$ cat config.mk
export PLATFORM = sky130hd
export DESIGN_NAME = digital_pfd
export DESIGN_NICKNAME = d
export VERILOG_FILES = /design/src/rtl/digital_pfd.sv
export SDC_FILE = /design/constraint.sdc
export NUM_CORES = 1
export LEC_CHECK = 0
export BUFFER_PORTS_ARGS = -buffer_cell sky130_fd_sc_hd__clkbuf_2
export CAP_MARGIN = 20
export CORE_MARGIN = 2
export CORE_UTILIZATION = 51
export DETAILED_ROUTE_END_ITERATION = 6
export PLACE_DENSITY_LB_ADDON = 0.3
export SLEW_MARGIN = 10
export SYNTH_ARGS = -nofsm -noshare
export SYNTH_HDL_FRONTEND = slang
export SYNTH_SLANG_ARGS = --single-unit
$ cat constraint.sdc
create_clock -name clk -period 1.97 [get_ports clk]
set_clock_uncertainty 0.1 [all_clocks]
set_input_delay 0.0985 -clock clk [delete_from_list [all_inputs] [get_ports clk]]
set_output_delay 0.0985 -clock clk [all_outputs]
set_load 0.02 [all_outputs]
$ cat src/rtl/digital_pfd.sv
`timescale 1ns/1ps
`default_nettype none
// ============================================================================
// Module  : digital_pfd
// Brief   : Sampled phase/frequency detector with signed phase error and lock.
// Revision: 1.0
// ============================================================================
module digital_pfd #(
    parameter int ERR_W       = 8,
    parameter int SYNC_STAGES = 2,
    parameter int LOCK_TOL    = 1,
    parameter int LOCK_CNT    = 4
) (
    input  logic             clk,
    input  logic             reset,
    input  logic             en,
    input  logic             ref_in,
    input  logic             fb_in,
    output logic             up,
    output logic             dn,
    output logic [ERR_W-1:0] phase_err,
    output logic             err_valid,
    output logic             lock
);

    localparam logic [ERR_W-1:0] c_SAT      = {1'b0, {(ERR_W-1){1'b1}}};
    localparam logic [ERR_W-1:0] c_ONE      = {{(ERR_W-1){1'b0}}, 1'b1};
    localparam logic [ERR_W-1:0] c_TOL      = ERR_W'(LOCK_TOL);
    localparam int               c_ARM_W    = $clog2(SYNC_STAGES + 2);
    localparam logic [c_ARM_W-1:0] c_ARM_DONE = c_ARM_W'(SYNC_STAGES + 1);
    localparam int               c_LCK_W    = $clog2(LOCK_CNT + 1);
    localparam logic [c_LCK_W-1:0] c_LCK_MAX  = c_LCK_W'(LOCK_CNT);

    typedef enum logic [1:0] {
        S_IDLE     = 2'd0,
        S_LEAD_REF = 2'd1,
        S_LEAD_FB  = 2'd2
    } state_t;

    // ------------------------------------------------------------------------
    // Synchronisers, edge detection and post-reset arming window
    // ------------------------------------------------------------------------
    logic [SYNC_STAGES-1:0] r_ref_sync;
    logic [SYNC_STAGES-1:0] r_fb_sync;
    logic                   r_ref_prev;
    logic                   r_fb_prev;
    logic [c_ARM_W-1:0]     r_arm_cnt;
    logic                   w_armed;
    logic                   w_ref_edge;
    logic                   w_fb_edge;

    always_ff @(posedge clk or posedge reset) begin
        if (reset) begin
            r_ref_sync <= '0;
            r_fb_sync  <= '0;
            r_ref_prev <= 1'b0;
            r_fb_prev  <= 1'b0;
            r_arm_cnt  <= '0;
        end else begin
            r_ref_sync <= {r_ref_sync[SYNC_STAGES-2:0], ref_in};
            r_fb_sync  <= {r_fb_sync[SYNC_STAGES-2:0], fb_in};
            r_ref_prev <= r_ref_sync[SYNC_STAGES-1];
            r_fb_prev  <= r_fb_sync[SYNC_STAGES-1];
            if (r_arm_cnt != c_ARM_DONE) begin
                r_arm_cnt <= r_arm_cnt + 1'b1;
            end
        end
    end

    // Until prev has caught up with the chain, a level already high at release
    // would look like an edge; the arming window hides it.
    assign w_armed    = (r_arm_cnt == c_ARM_DONE);
    assign w_ref_edge = w_armed & r_ref_sync[SYNC_STAGES-1] & ~r_ref_prev;
    assign w_fb_edge  = w_armed & r_fb_sync[SYNC_STAGES-1] & ~r_fb_prev;

    // ------------------------------------------------------------------------
    // Measurement FSM
    // ------------------------------------------------------------------------
    state_t           r_state;
    state_t           w_state_nxt;
    logic [ERR_W-1:0] r_cnt;
    logic [ERR_W-1:0] w_cnt_nxt;
    logic [ERR_W-1:0] w_cnt_inc;
    logic [ERR_W-1:0] r_phase_err;
    logic [ERR_W-1:0] w_err_nxt;
    logic             r_err_valid;
    logic             w_valid_nxt;
    logic             r_err_sat;
    logic             w_sat_nxt;

    always_ff @(posedge clk or posedge reset) begin
        if (reset) begin
            r_state     <= S_IDLE;
            r_cnt       <= '0;
            r_phase_err <= '0;
            r_err_valid <= 1'b0;
            r_err_sat   <= 1'b0;
        end else begin
            r_state     <= w_state_nxt;
            r_cnt       <= w_cnt_nxt;
            r_phase_err <= w_err_nxt;
            r_err_valid <= w_valid_nxt;
            r_err_sat   <= w_sat_nxt;
        end
    end

    assign w_cnt_inc = (r_cnt == c_SAT) ? r_cnt : r_cnt + 1'b1;

    always_comb begin
        w_state_nxt = r_state;
        w_cnt_nxt   = r_cnt;
        w_err_nxt   = r_phase_err;
        w_valid_nxt = 1'b0;
        w_sat_nxt   = r_err_sat;
        if (!en) begin
            w_state_nxt = S_IDLE;
            w_cnt_nxt   = '0;
        end else begin
            case (r_state)
                S_IDLE: begin
                    if (w_ref_edge && w_fb_edge) begin
                        w_err_nxt   = '0;
                        w_valid_nxt = 1'b1;
                        w_sat_nxt   = 1'b0;
                    end else if (w_ref_edge) begin
                        w_state_nxt = S_LEAD_REF;
                        w_cnt_nxt   = c_ONE;
                    end else if (w_fb_edge) begin
                        w_state_nxt = S_LEAD_FB;
                        w_cnt_nxt   = c_ONE;
                    end
                end
                S_LEAD_REF: begin
                    if (w_fb_edge) begin
                        w_err_nxt   = r_cnt;
                        w_valid_nxt = 1'b1;
                        w_sat_nxt   = (r_cnt == c_SAT);
                        // A coincident ref edge opens the next measurement at once.
                        if (w_ref_edge) begin
                            w_cnt_nxt = c_ONE;
                        end else begin
                            w_state_nxt = S_IDLE;
                            w_cnt_nxt   = '0;
                        end
                    end else if (w_ref_edge) begin
                        w_err_nxt   = c_SAT;
                        w_valid_nxt = 1'b1;
                        w_sat_nxt   = 1'b1;
                        w_cnt_nxt   = c_ONE;
                    end else begin
                        w_cnt_nxt = w_cnt_inc;
                    end
                end
                S_LEAD_FB: begin
                    if (w_ref_edge) begin
                        w_err_nxt   = ~r_cnt + 1'b1;
                        w_valid_nxt = 1'b1;
                        w_sat_nxt   = (r_cnt == c_SAT);
                        if (w_fb_edge) begin
                            w_cnt_nxt = c_ONE;
                        end else begin
                            w_state_nxt = S_IDLE;
                            w_cnt_nxt   = '0;
                        end
                    end else if (w_fb_edge) begin
                        w_err_nxt   = ~c_SAT + 1'b1;
                        w_valid_nxt = 1'b1;
                        w_sat_nxt   = 1'b1;
                        w_cnt_nxt   = c_ONE;
                    end else begin
                        w_cnt_nxt = w_cnt_inc;
                    end
                end
                default: begin
                    w_state_nxt = S_IDLE;
                    w_cnt_nxt   = '0;
                end
            endcase
        end
    end

    // ------------------------------------------------------------------------
    // Lock detector: evaluates each published error
    // ------------------------------------------------------------------------
    logic [ERR_W-1:0]   w_err_abs;
    logic               w_in_window;
    logic [c_LCK_W-1:0] r_lock_cnt;
    logic               r_lock;

    assign w_err_abs   = r_phase_err[ERR_W-1] ? (~r_phase_err + 1'b1) : r_phase_err;
    assign w_in_window = !r_err_sat && (w_err_abs <= c_TOL);

    always_ff @(posedge clk or posedge reset) begin
        if (reset) begin
            r_lock_cnt <= '0;
            r_lock     <= 1'b0;
        end else if (!en) begin
            r_lock_cnt <= '0;
            r_lock     <= 1'b0;
        end else if (r_err_valid && !w_in_window) begin
            r_lock_cnt <= '0;
            r_lock     <= 1'b0;
        end else begin
            if (r_err_valid && (r_lock_cnt != c_LCK_MAX)) begin
                r_lock_cnt <= r_lock_cnt + 1'b1;
            end
            r_lock <= (r_lock_cnt == c_LCK_MAX);
        end
    end

    assign up        = (r_state == S_LEAD_REF);
    assign dn        = (r_state == S_LEAD_FB);
    assign phase_err = r_phase_err;
    assign err_valid = r_err_valid;
    assign lock      = r_lock;

endmodule
`default_nettype wire

======== After elaboration in Yosys (flattened, before gate mapping) ========
Index checks and enable logic that the tools add are counted.
cells by class
  bitwise gates (word level) .............. 8
  add/sub/neg operators ................... 5
  reductions and logical operators ........ 11
  equal/unequal tests ..................... 17
  magnitude comparators ................... 1
  mux-type cells .......................... 46
operators with widths
  operator                                                         count
  two-way mux 8 bit                                                15
  case mux 8 bit (3 select lines)                                  2
  adder 8 x 1 -> 8 bit (second input constant)                     3
  two-way mux 2 bit                                                8
  NOT 8 bit                                                        2
  two-way mux 1 bit                                                15
  inequality test 3 bit (second input constant)                    4
  two-way mux 3 bit                                                3
  inequality test 3 x 1 -> 1 bit (second input constant)           3
  equality test 8 x 7 -> 1 bit (second input constant)             1
  less-or-equal comparator 8 x 1 -> 1 bit (second input constant)  1
  inequality test 3 x 2 -> 1 bit (second input constant)           2
  case mux 1 bit (3 select lines)                                  2
  case mux 2 bit (3 select lines)                                  1
  AND reduction 6 bit                                              1
  AND reduction 5 bit                                              1
  AND 1 bit                                                        4
  equality test 2 bit (second input constant)                      2
  logical AND 1 bit                                                4
  inequality test 2 bit (second input constant)                    2
  inequality test 4 bit (second input constant)                    1
  adder 3 x 1 -> 3 bit (second input constant)                     1
  equality test 3 bit (second input constant)                      1
  nonzero test 3 bit                                               1
  other kinds (6)                                                  8
word-level totals
  bits of input ports ..................... 5
  output and inout bits ................... 12
  flip-flop bits (word level) ............. 32

======== Depth between registers and ports, before layout ========
  depth after elaboration ................. 9
  mapped depth ............................ 9
  depth with buffers taken out ............ 7

======== Worst setup path after synthesis ========
OpenSTA, ideal clock, no wires.
  kind .................................... register -> register
  start ................................... register r_state[0]
  end ..................................... register r_phase_err[2] (netlist: phase_err[2])
  arrival ................................. 1794 ps
  cell stages (with the launch flop) ...... 10
  path buffers ............................ 2
  clock period less this slack ............ 2026 ps
  path slack .............................. -56 ps
  cells stage by stage .................... dfrtp_1 -> inv_1 -> ha_1 -> buf_2 -> or2_1 -> a31oi_1 -> nand2_1 -> buf_2 -> nand2_1 -> o21ai_0
between the ends
  word-level cells in the longest chain between the ends .. 3
  elaborated cells on any way between the ends .. 9
  classes of those cells .................. eq/ne (5); mux (1); reduce/logical (3)
RTL lines
  what                                                                                          RTL line  RTL
  start: declaration                                                                            79        state_t r_state;
  start signal: assignment                                                                      99        r_state <= w_state_nxt;
  equality test 2 bit (*)                                                                       --
  via dn                                                                                        20        output logic dn,
  inequality test 3 x 1 -> 1 bit (no source line) / nonzero test 3 bit (equally long branches)  --
  AND reduction 5 bit (no source line)                                                          --
  end signal: assignment                                                                        101       r_phase_err <= w_err_nxt;
  end: declaration                                                                              84        logic [ERR_W-1:0] r_phase_err;
The timed path passes the listed nets; every way through them passes the cells marked *.
A chain may end at the register's enable or synchronous reset.

======== Final worst setup path ========
  start ................................... register r_arm_cnt[0]
  end ..................................... register r_phase_err[1] (netlist: phase_err[1])
between the ends
  word-level cells in the longest chain between the ends .. 6
  elaborated cells on any way between the ends .. 13
  classes of those cells .................. eq/ne (4); mux (3); bitwise (4); reduce/logical (2)
RTL lines
  what                                        RTL line  RTL
  start: declaration                          47        logic [c_ARM_W-1:0] r_arm_cnt;
  start signal: assignment                    65        r_arm_cnt <= r_arm_cnt + 1'b1;
  equality test 2 bit (*)                     72        assign w_armed = (r_arm_cnt == c_ARM_DONE);
  AND 1 bit (on tied branches) (2 in series)  73, 74
  logical AND 1 bit                           121       if (w_ref_edge && w_fb_edge) begin
  inequality test 2 bit (no source line)      --
  AND reduction 5 bit (no source line)        --
Every way passes the cells marked *; elsewhere a longest branch is shown, timed or not.

==> results.ini <==
[outcome]
status=finished clean

[pwr]
power.density_nw_per_um2=666
irDropWorstVdd_uv=471
leakage_nw=1.06

[cts]
cts_buffer_depth=2
clock_sinks=32
tritoncts=yes
worstSkewPairLatency_ns=0.29
clk_pin_slew_ns=0.07
cts_htree_levels=2
cts_root_buffer=clkbuf_8
numCtsBuffers=5

[sta]
period_needed_ns=1.87
tightestPinTransition_ns=0.455
slew_headroom=0.694
timing.hold.ws_ns=0.146
finalCritPeriodShare=0.948
setup-violations-final=0
finalMaxSlewViolations=0
final.setup.worst_slack_ns=0.101
fmax_mhz=535
hold_viol_final=0
rsz0062_at_grt=true

[final_layout]
final_core_util=0.640
instances_no_fill=293
drive_above_1_share=0.261
nets=259
ff_latch_area_sq_um=801
fillerInstances=308
syn2layout_area_growth_pct=20.4
antenna_cells=0
multi_input_area_sq_um=1100

[synth]
syn_area_sq_um=1960
synth_seq_area_share=0.408
synth_area_leader_cell=dfrtp_1
synth_top_area_share=0.408
synthCells=217
ys_top_cells_by_area=dfrtp_1 41%, ha_1 6.4%, o21ai_0 4.8%, a21oi_1 3.8%, nand2_1 3.6%
synthTopCellsByCount=32 x dfrtp_1, 19 x nand2_1, 19 x o21ai_0
synth_adder_area_share=0.0638
synth.most_common_cell=dfrtp_1
synth.distinct_cells=51
yosys.area_share.xor_xnor=0.0268
syn_area_per_cell_sq_um=9.04
synthMuxAreaShare=0.00574
synth-edff-count=0
ys_async_sr_fraction=1.00
synth-main-ff-cell=dfrtp_1
synth_top_family_by_area=compound AO/OA/AOI/OAI gates
ys_warn_count=0
synth_compound_area_frac=0.228
synth_seq_cells=32
syn-num-nets=232
synth-simple-area-share=0.207

[global_route]
grt_overflow=0
grt_max_degree=33
grt_use_total=0.218
antenna_found_initial=0
first_global_vias=1574
grt_pass1_wl_um=7100

[placement]
port-buffer-count=16
hpwl_um=3020
dp_worst_setup_slack_ns=0.0391
placed_cells=277
place_congestion=0.906

[drt]
vias_per_cell=5.79
first_pass_iters=4
routed_wl_um=4220
via_count=1697
drtAntennaViolNets=0
drtIter0Drc=123
drc=0
drt-wirelength-per-cell_um=14.4

[critical_path]
cpPeakStageDelay_ns=0.40
worstPathRequired_ns=2.05
critPathLaunchType=flop
cp-end-kind=flop
reg2reg_depth=7
r2r_end=phase_err[1]
path_common_cell=buf_4
crit_fanout=15
cpMaxStageDelayCell=dfrtp_1
cp_cell_sequence=ha_4 > nand3b_1 > buf_4 > a31oi_2 > nand2_1 > buf_4 > a22o_2
critical_path_class=flop to flop
reg2reg_setup_slack_ns=0.10
r2r-start=r_arm_cnt[0]
arrival_ns=1.95

[min_path]
holdPathEnd=err_valid
worst_hold_startpoint=en
whs_path_depth=3
hp-class=input pin to flop

[floorplanning]
ios=17
initial_core_util=0.532
die_w_um=66.0
fp-row-count=22
coreArea_sq_um=3690
dieArea_sq_um=4360
die_height_um=66.0

[flow_run]
maxCapViolations=0

## cells by family after synthesis
kind of cell | Yosys count
xor gates and xnor gates | 6
AOI/OAI and AO/OA | 67
and+or+nand+nor | 72
adders and majority gates | 10
buffers and inverters | 29
muxes | 1
DFF | 32
## registers in the layout, indices dropped and copies added (netlist names)
| signal | cells |
|---|---|
| err_valid | 1 |
| r_cnt | 8 |
| r_err_sat | 1 |
| r_fb_sync | 2 |
| r_lock_cnt | 3 |
| r_state | 2 |
| r_ref_sync | 2 |
| r_arm_cnt | 2 |
| phase_err | 8 |
| lock | 1 |
| r_ref_prev | 1 |
| r_fb_prev | 1 |
## stage by stage
step           power, W  instance area [sq um]  TNS, ns
2_1_floorplan  0.000955                   1960        0
6_report        0.00157                   2360        0
3_5_place_dp    0.00103                   2120        0
3_3_place_gp    0.00103                   2120        0
5_1_grt         0.00166                   2360  -0.0299
4_1_cts         0.00156                   2240        0
## worst max-delay path, delay by kind of cell (launching register included)
kind | cells | cell delay, ns
flops | 1 | 0.40
compound gates | 2 | 0.40
buf+inv | 2 | 0.39
simple gates | 2 | 0.27
fa+ha+maj | 1 | 0.19
## area by class of cell
class / count / share of cell area
clock buffer: 6 / 0.0350
tap: 48 / 0.0254
inverter: 14 / 0.0222
multi-input combinational: 156 / 0.467
sequential: 32 / 0.339
timing repair buffer: 35 / 0.108
clock inverter: 2 / 0.00424
## power breakdown
group          switching (W)  leakage [nW]  internal, W
sequential         0.0000295         0.420     0.000686
clock               0.000243        0.0510     0.000278
combinational       0.000194         0.592     0.000143
## layer usage
| layer | vias up | GRT usage | wire, um |
|---|---|---|---|
| li1 | 839 | - | - |
| met1 | 801 | 0.281 | 1920 |
| met2 | 52 | 0.348 | 1980 |
| met3 | 5 | 0.0460 | 252 |
| met4 | 0 | 0.107 | 68 |
| met5 | - | 0 | 0 |
## layout by cell type (no fill, tap or decap), types with 2 or more instances in the layout
cell type / count
nand4_1: 2
and3b_1: 2
o22ai_1: 2
clkbuf_2: 16
buf_4: 12
nor3_1: 3
and4b_1: 2
a21oi_2: 2
xnor2_1: 4
dlygate4sd3_1: 3
o21ai_0: 18
nand3_1: 8
a222oi_1: 2
inv_1: 13
nor2_1: 13
buf_6: 3
a21oi_1: 14
a32o_1: 3
a31oi_1: 4
nand2_1: 19
o21ai_1: 4
a22o_1: 2
clkbuf_8: 6
o211a_1: 2
and3_1: 2
nor2b_1: 5
nor3_2: 4
clkinv_2: 2
dfrtp_1: 32
ha_1: 8
## repair_timing
item / CTS / global route
endpoints found under the setup margin: 0 / 16
setup buffers: 0 / 5
gates resized for setup: 0 / 18
hold buffers: 3 / 0
endpoints found under the hold margin: 34 / 0
## worst max path at each step
stage / from / to / slack (ns) / cells past startpoint
after global placement: r_state[1] / phase_err[1] / 0.05 / 7
after detailed placement: r_state[1] / phase_err[1] / 0.04 / 7
final: r_arm_cnt[0] / phase_err[1] / 0.10 / 7
after CTS: r_state[1] / phase_err[1] / 0.02 / 7
after floorplan: r_state[0] / phase_err[2] / 0.02 / 9
after global routing: r_arm_cnt[0] / phase_err[1] / -0.03 / 7
(Power assumes the default switching activity.)
